==> src/rtl/systolic_pkg.sv <==
// Shared definitions for the systolic PE family: drain FSM encoding and
// accumulator clamp limits.
package systolic_pkg;

  typedef enum logic [1:0] {
    IDLE = 2'd0,
    SELF = 2'd1,
    FWD  = 2'd2
  } pe_state_e;

  // Largest representable accumulator value, right-aligned in 64 bits.
  // Assumes 2 <= acc_w <= 64.
  function automatic logic [63:0] sat_max(input int acc_w, input int is_signed);
    logic [63:0] ones;
    ones = '1;
    if (is_signed != 0) return ones >> (65 - acc_w);
    return ones >> (64 - acc_w);
  endfunction

  // Smallest representable accumulator value, as a right-aligned bit pattern.
  function automatic logic [63:0] sat_min(input int acc_w, input int is_signed);
    if (is_signed != 0) return 64'd1 << (acc_w - 1);
    return 64'd0;
  endfunction

endpackage

==> src/rtl/pe_mac_sat.sv <==
// Combinational MAC datapath: operand extension, multiply, accumulate,
// overflow detection and clamp/wrap. Assumes ACC_WIDTH >= 2*DATAWIDTH.
module pe_mac_sat
  import systolic_pkg::*;
#(
  parameter int DATAWIDTH = 8,
  parameter int ACC_WIDTH = 2*DATAWIDTH+4,
  parameter int SIGNED    = 0,
  parameter int SATURATE  = 1
) (
  input  logic [DATAWIDTH-1:0] i_a,
  input  logic [DATAWIDTH-1:0] i_b,
  input  logic [ACC_WIDTH-1:0] i_acc,
  input  logic                 i_fire,
  input  logic                 i_clr,
  output logic [ACC_WIDTH-1:0] o_acc_next,
  output logic                 o_ovf
);

  localparam int PW = 2*DATAWIDTH;
  localparam int EW = ACC_WIDTH + 1;

  localparam logic [63:0] MAX64 = sat_max(ACC_WIDTH, SIGNED);
  localparam logic [63:0] MIN64 = sat_min(ACC_WIDTH, SIGNED);
  localparam logic [ACC_WIDTH-1:0] MAXV = MAX64[ACC_WIDTH-1:0];
  localparam logic [ACC_WIDTH-1:0] MINV = MIN64[ACC_WIDTH-1:0];

  logic        [PW-1:0]        w_prod_u;
  logic signed [PW-1:0]        w_prod_s;
  logic        [PW-1:0]        w_prod;
  logic        [EW-1:0]        w_prod_ext;
  logic        [ACC_WIDTH-1:0] w_base;
  logic        [EW-1:0]        w_base_ext;
  logic        [EW-1:0]        w_sum;
  logic                        w_over;
  logic        [ACC_WIDTH-1:0] w_sat;

  // Operands are widened to the product width before multiplying so no
  // product bits are lost in either signedness.
  assign w_prod_u = {{DATAWIDTH{1'b0}}, i_a} * {{DATAWIDTH{1'b0}}, i_b};
  assign w_prod_s = $signed({{DATAWIDTH{i_a[DATAWIDTH-1]}}, i_a}) *
                    $signed({{DATAWIDTH{i_b[DATAWIDTH-1]}}, i_b});

  // Extend, add with one guard bit, detect overflow, then clamp or wrap.
  always_comb begin
    w_prod     = (SIGNED != 0) ? w_prod_s : w_prod_u;
    w_prod_ext = (SIGNED != 0) ? {{(EW-PW){w_prod[PW-1]}}, w_prod}
                               : {{(EW-PW){1'b0}}, w_prod};
    // A clear happens before the accumulate.
    w_base     = i_clr ? '0 : i_acc;
    w_base_ext = (SIGNED != 0) ? {w_base[ACC_WIDTH-1], w_base} : {1'b0, w_base};
    w_sum      = w_base_ext + w_prod_ext;
    // Signed: guard bit disagrees with the result sign. Unsigned: carry out.
    w_over     = (SIGNED != 0) ? (w_sum[EW-1] ^ w_sum[EW-2]) : w_sum[EW-1];
    // Signed overflow direction follows the guard bit; unsigned only overflows upward.
    w_sat      = ((SIGNED != 0) && w_sum[EW-1]) ? MINV : MAXV;
    o_ovf      = i_fire & w_over;
    if (!i_fire)
      o_acc_next = w_base;
    else if (w_over && (SATURATE != 0))
      o_acc_next = w_sat;
    else
      o_acc_next = w_sum[ACC_WIDTH-1:0];
  end

endmodule

==> src/rtl/pe_mac_stream.sv <==
// Output-stationary systolic PE: registered A/B pass-through, valid-qualified
// MAC with sticky overflow, and a double-buffered drain onto the column
// partial-sum chain (own word first, then everything from upstream).
module pe_mac_stream
  import systolic_pkg::*;
#(
  parameter int DATAWIDTH  = 8,
  parameter int ACC_WIDTH  = 2*DATAWIDTH+4,
  parameter int SIGNED     = 0,
  parameter int SATURATE   = 1,
  parameter int CHAIN_HEAD = 0
) (
  input  logic                 clk,
  input  logic                 rst,
  input  logic [DATAWIDTH-1:0] a_in,
  input  logic                 a_valid_in,
  input  logic [DATAWIDTH-1:0] b_in,
  input  logic                 b_valid_in,
  output logic [DATAWIDTH-1:0] a_out,
  output logic                 a_valid_out,
  output logic [DATAWIDTH-1:0] b_out,
  output logic                 b_valid_out,
  input  logic                 clear,
  input  logic                 drain,
  input  logic [ACC_WIDTH-1:0] psum_in,
  input  logic                 psum_valid_in,
  input  logic                 psum_last_in,
  output logic [ACC_WIDTH-1:0] psum_out,
  output logic                 psum_valid_out,
  output logic                 psum_last_out,
  output logic                 busy,
  output logic                 overflow
);

  localparam logic HEAD = (CHAIN_HEAD != 0);

  logic [DATAWIDTH-1:0] r_a;
  logic                 r_av;
  logic [DATAWIDTH-1:0] r_b;
  logic                 r_bv;
  logic [ACC_WIDTH-1:0] r_acc;
  logic                 r_ovf;
  logic [ACC_WIDTH-1:0] r_dbuf;
  logic [ACC_WIDTH-1:0] r_psum;
  logic                 r_pv;
  logic                 r_pl;
  pe_state_e            r_state;
  pe_state_e            w_state_next;

  logic                 w_fire;
  logic                 w_drain_acc;
  logic                 w_clr;
  logic [ACC_WIDTH-1:0] w_acc_next;
  logic                 w_ovf_evt;

  assign w_fire      = a_valid_in & b_valid_in;
  assign w_drain_acc = drain & (r_state == IDLE);
  // A drain hands the accumulator to the drain buffer, so it restarts like a clear.
  assign w_clr       = clear | w_drain_acc;

  pe_mac_sat #(
    .DATAWIDTH (DATAWIDTH),
    .ACC_WIDTH (ACC_WIDTH),
    .SIGNED    (SIGNED),
    .SATURATE  (SATURATE)
  ) u_mac (
    .i_a        (a_in),
    .i_b        (b_in),
    .i_acc      (r_acc),
    .i_fire     (w_fire),
    .i_clr      (w_clr),
    .o_acc_next (w_acc_next),
    .o_ovf      (w_ovf_evt)
  );

  // Operand pass-through: data loads only with its valid, valids always load.
  always_ff @(posedge clk or negedge rst) begin
    if (!rst) begin
      r_a  <= '0;
      r_av <= 1'b0;
      r_b  <= '0;
      r_bv <= 1'b0;
    end else begin
      r_av <= a_valid_in;
      r_bv <= b_valid_in;
      if (a_valid_in) r_a <= a_in;
      if (b_valid_in) r_b <= b_in;
    end
  end

  // Accumulator, sticky overflow flag and drain snapshot buffer.
  always_ff @(posedge clk or negedge rst) begin
    if (!rst) begin
      r_acc  <= '0;
      r_ovf  <= 1'b0;
      r_dbuf <= '0;
    end else begin
      r_acc <= w_acc_next;
      r_ovf <= (w_clr ? 1'b0 : r_ovf) | w_ovf_evt;
      if (w_drain_acc) r_dbuf <= r_acc;
    end
  end

  // Drain FSM state register.
  always_ff @(posedge clk or negedge rst) begin
    if (!rst) r_state <= IDLE;
    else      r_state <= w_state_next;
  end

  // Drain FSM next state: own word, then forward upstream until its last word.
  always_comb begin
    w_state_next = r_state;
    case (r_state)
      IDLE:    if (drain) w_state_next = SELF;
      SELF:    w_state_next = HEAD ? IDLE : FWD;
      FWD:     if (psum_valid_in && psum_last_in) w_state_next = IDLE;
      default: w_state_next = IDLE;
    endcase
  end

  // Partial-sum chain output register; the word holds while not valid.
  always_ff @(posedge clk or negedge rst) begin
    if (!rst) begin
      r_psum <= '0;
      r_pv   <= 1'b0;
      r_pl   <= 1'b0;
    end else begin
      r_pv <= 1'b0;
      r_pl <= 1'b0;
      case (r_state)
        SELF: begin
          r_psum <= r_dbuf;
          r_pv   <= 1'b1;
          r_pl   <= HEAD;
        end
        FWD: begin
          if (psum_valid_in) r_psum <= psum_in;
          r_pv <= psum_valid_in;
          r_pl <= psum_valid_in & psum_last_in;
        end
        default: ;
      endcase
    end
  end

  assign a_out          = r_a;
  assign a_valid_out    = r_av;
  assign b_out          = r_b;
  assign b_valid_out    = r_bv;
  assign psum_out       = r_psum;
  assign psum_valid_out = r_pv;
  assign psum_last_out  = r_pl;
  assign busy           = (r_state != IDLE);
  assign overflow       = r_ovf;

endmodule

==> config.mk <==
export PLATFORM = sky130hd
export DESIGN_NAME = pe_mac_stream
export DESIGN_NICKNAME = d
export VERILOG_FILES = /design/src/rtl/systolic_pkg.sv /design/src/rtl/pe_mac_sat.sv /design/src/rtl/pe_mac_stream.sv
export SDC_FILE = /design/constraint.sdc
export NUM_CORES = 1
export LEC_CHECK = 0
export ABC_AREA = 1
export BUFFER_PORTS_ARGS = -buffer_cell sky130_fd_sc_hd__clkbuf_2
export CORE_MARGIN = 4
export CORE_UTILIZATION = 36
export CTS_CLUSTER_DIAMETER = 30
export DETAILED_ROUTE_END_ITERATION = 10
export PLACE_DENSITY_LB_ADDON = 0.15
export SETUP_SLACK_MARGIN = 0.2
export SYNTH_ARGS = -nofsm -noshare
export SYNTH_HDL_FRONTEND = slang
export SYNTH_SLANG_ARGS = --single-unit
==> constraint.sdc <==
create_clock -name clk -period 7.02 [get_ports clk]
set_input_delay 0.702 -clock clk [delete_from_list [all_inputs] [get_ports clk]]
set_output_delay 0.702 -clock clk [all_outputs]
set_load 0.005 [all_outputs]
==> results.json <==
{
  "status": "complete, no violations",
  "min_path_type": "in2async",
  "drc_errors": 0,
  "gp_congestion": 0.800,
  "clock_skew_ns": 0.00501,
  "yosys_register_bits": 83,
  "num_rows": 49,
  "synth_commonest_cells": "nand2_1 (190), inv_1 (172), dfrtp_1 (83)",
  "sequentialPowerShare": 0.269,
  "cp_data_required_time_ns": 7.25,
  "grt_use_total": 0.153,
  "fin_util": 0.416,
  "routed-via-count": 5056,
  "critPathMaxStageDelay_ns": 0.54,
  "dr.pass1.iters": 4,
  "post_cts_resized": 0,
  "synth_area_leaders": "dfrtp_1 (32%), fa_1 (15%), nand2_1 (11%)",
  "ys_seq_area_frac": 0.315,
  "tightest_slew_ns": 0.861,
  "period_minus_slack_ns": 5.44,
  "finalSetupTns_ns": 0,
  "initial_core_util": 0.367,
  "dp_hpwl_um": 12000,
  "syn_to_final_growth_pct": 13.3,
  "grt_pass1_wl_um": 25100,
  "power_frac_comb": 0.548,
  "crit_path_end_kind": "flop",
  "startpoint_type": "flop",
  "avgSynthCellArea_um2": 8.10,
  "yosys_warnings": 0,
  "htree_levels": 3,
  "layout-drive-gt1-share": 0.178,
  "crit_path_frequent_cell": "nand2_1",
  "critPathKind": "reg2reg",
  "clock_latency_ns": 0.34,
  "port-buffer-count": 85,
  "rsz0062_at_grt": "no",
  "synthFlopType": "dfrtp_1",
  "path_clk_slew_ns": 0.07,
  "cts.sinks": 83,
  "ir_drop_uv": 242,
  "hold_buffers": 0,
  "power_density_nw_per_um2": 347,
  "drt_iter0_markers": 297,
  "clkPwrFrac": 0.183,
  "slew_headroom": 0.425,
  "cts-root-buf": "clkbuf_16",
  "slowest_stage": "nand2_2",
  "io_pins": 86,
  "cp_max_fo": 43,
  "syn_nets": 952,
  "grt_pass1_vias": 5126,
  "drt_wl_total_um": 14700,
  "die-area_um2": 20500,
  "final_nets": 1018,
  "swShare": 0.442,
  "p_sw_mw": 1.15,
  "synth_top_area_share": 0.315,
  "cp_cell_sequence": "inv_1 -> ha_1 -> nand2_2 -> nand2_4 -> inv_2 -> nand2_1 -> fa_1 -> inv_1 -> fa_1 -> inv_1 -> fa_1 -> fa_1 -> inv_1 -> ha_1 -> nand2_1 -> inv_1 -> nand2_1 -> nand2_1 -> nand2_1 -> nand3_2 -> a21oi_1 -> nand3_1 -> nand2_1 -> nand2_1",
  "grt_overflow_total": 0,
  "grt_max_degree": 66,
  "synth_enable_flop_cells": 0,
  "cts_tree": "built",
  "yosysMostFrequentCell": "nand2_1",
  "post_drt_wl_per_cell_um": 13.2,
  "fmax_mhz": 184,
  "synth_top_cell_by_area": "dfrtp_1",
  "slew_violations": 0,
  "crit_arrival_ns": 5.66,
  "leakage_nw": 4.29,
  "setup-violations-final": 0,
  "postCtsSetupBuffers": 0,
  "num_antenna_cells": 0,
  "die_w_um": 143,
  "core_area_um2": 18000,
  "async_flop_share": 1.00,
  "finalHoldViolations": 0,
  "min_period_over_period": 0.774,
  "routed_via_density": 4.54,
  "antenna_found_initial": 0,
  "ys_types": 35,
  "finalPower_mw": 2.59,
  "ant_nets": 0,
  "internal_power_mw": 1.45,
  "netlist_area_um2": 6590,
  "cts_buffers": 9,
  "syn_inst": 813,
  "cap_violations": 0,
  "die_y_um": 143,
  "clock_path_buffers": 2
}
-- cells in the final DEF (no fill, tap or decap), types with 2 or more instances in the layout --
| master | synthesis | layout |
|---|---|---|
| nor3_1 | 2 | 2 |
| dfrtp_1 | 83 | 83 |
| clkbuf_2 | 0 | 84 |
| inv_2 | 9 | 9 |
| nand2_1 | 190 | 190 |
| o21ai_0 | 23 | 23 |
| nand2_4 | 2 | 2 |
| xnor2_1 | 3 | 3 |
| inv_1 | 172 | 172 |
| o21ai_1 | 3 | 2 |
| clkbuf_16 | 0 | 9 |
| nand2_2 | 5 | 5 |
| nor2_1 | 63 | 63 |
| buf_4 | 3 | 5 |
| clkinv_2 | 0 | 4 |
| o21ai_2 | 5 | 6 |
| or2_2 | 5 | 5 |
| ha_1 | 45 | 45 |
| mux2i_1 | 14 | 14 |
| xor2_1 | 4 | 4 |
| o22ai_2 | 5 | 5 |
| mux2_2 | 16 | 16 |
| nand3_1 | 26 | 26 |
| nand4_1 | 3 | 3 |
| a21oi_1 | 42 | 42 |
| fa_1 | 50 | 50 |
-- flip-flops by register name, summed over array words and instances, names as in the netlist --
name            count
psum_out           20
r_acc              20
r_dbuf             20
a_out               8
b_out               8
r_state             2
a_valid_out         1
b_valid_out         1
overflow            1
psum_last_out       1
psum_valid_out      1
-- layer usage --
layer / GRT usage / vias to the layer above / share of wire
met5: 0 / - / 0
met1: 0.216 / 2404 / 0.50
met2: 0.247 / 63 / 0.46
met3: 0.0221 / 16 / 0.031
li1: - / 2573 / -
met4: 0.0411 / 0 / 0.014
-- final timing paths --
| check | from | endpoint | slack, ns | cells past startpoint |
|---|---|---|---|---|
| setup / recovery | r_state[0] | r_acc[17] | 1.58 | 24 |
| hold / removal | rst | b_valid_out | 0.22 | 1 |
| setup reg to reg | r_state[0] | r_acc[17] | 1.58 | 24 |
| hold reg to reg | r_dbuf[0] | r_dbuf[0] | 0.49 | 2 |
| max in group asynchronous | rst | psum_out[17] | 5.71 | 2 |
| min in group clk | r_dbuf[0] | r_dbuf[0] | 0.49 | 2 |
-- stage by stage --
stage	setup WS, ns	hold slack (ns)	area [um^2]	cells
after global placement	1.49	0.471	7170	1097
after detailed placement	1.38	0.474	7170	1097
after floorplan	2.47	0.406	6590	813
after global routing	1.07	0.235	7470	1113
after CTS	1.50	0.217	7470	1113
final	1.58	0.220	7470	1113
-- layout make-up --
class / count / area, um^2
inverters: 182 / 683
repair buffers: 89 / 458
well taps: 229 / 287
fillers: 1883 / 10500
clock buffers: 9 / 225
multi-input cells: 514 / 3670
clock inverters: 7 / 67.6
flip-flops and latches: 83 / 2080
-- power groups by stage --
stage	Clock, mW	Combinational [mW]	Sequential [mW]
3_3_place_gp	0	1.45	0.705
5_1_grt	0.511	1.67	0.715
4_1_cts	0.493	1.46	0.699
2_1_floorplan	0	1.08	0.702
6_report	0.475	1.42	0.697
3_5_place_dp	0	1.45	0.708
-- worst max-delay path, delay by kind of cell (launching register included) --
kind	cells	cell delay, ns
AO/OA/AOI/OAI	1	0.30
buffers and inverters	6	0.48
AND/OR/NAND/NOR	11	1.60
flip-flops	1	0.35
adder cells (fa/ha/maj)	6	2.57
-- cells by family (layout without fill, tap and decap cells) --
| logic type | after synthesis | after routing | share of synthesized area |
|---|---|---|---|
| xor+xnor | 7 | 7 | 0.00931 |
| fa+ha+maj | 95 | 95 | 0.237 |
| mux | 30 | 30 | 0.0486 |
| buf+inv | 216 | 287 | 0.128 |
| compound gates | 80 | 80 | 0.0701 |
| simple gates | 302 | 302 | 0.191 |
| flops | 83 | 83 | 0.315 |
No activity file was read; power rests on OpenSTA's default activity.
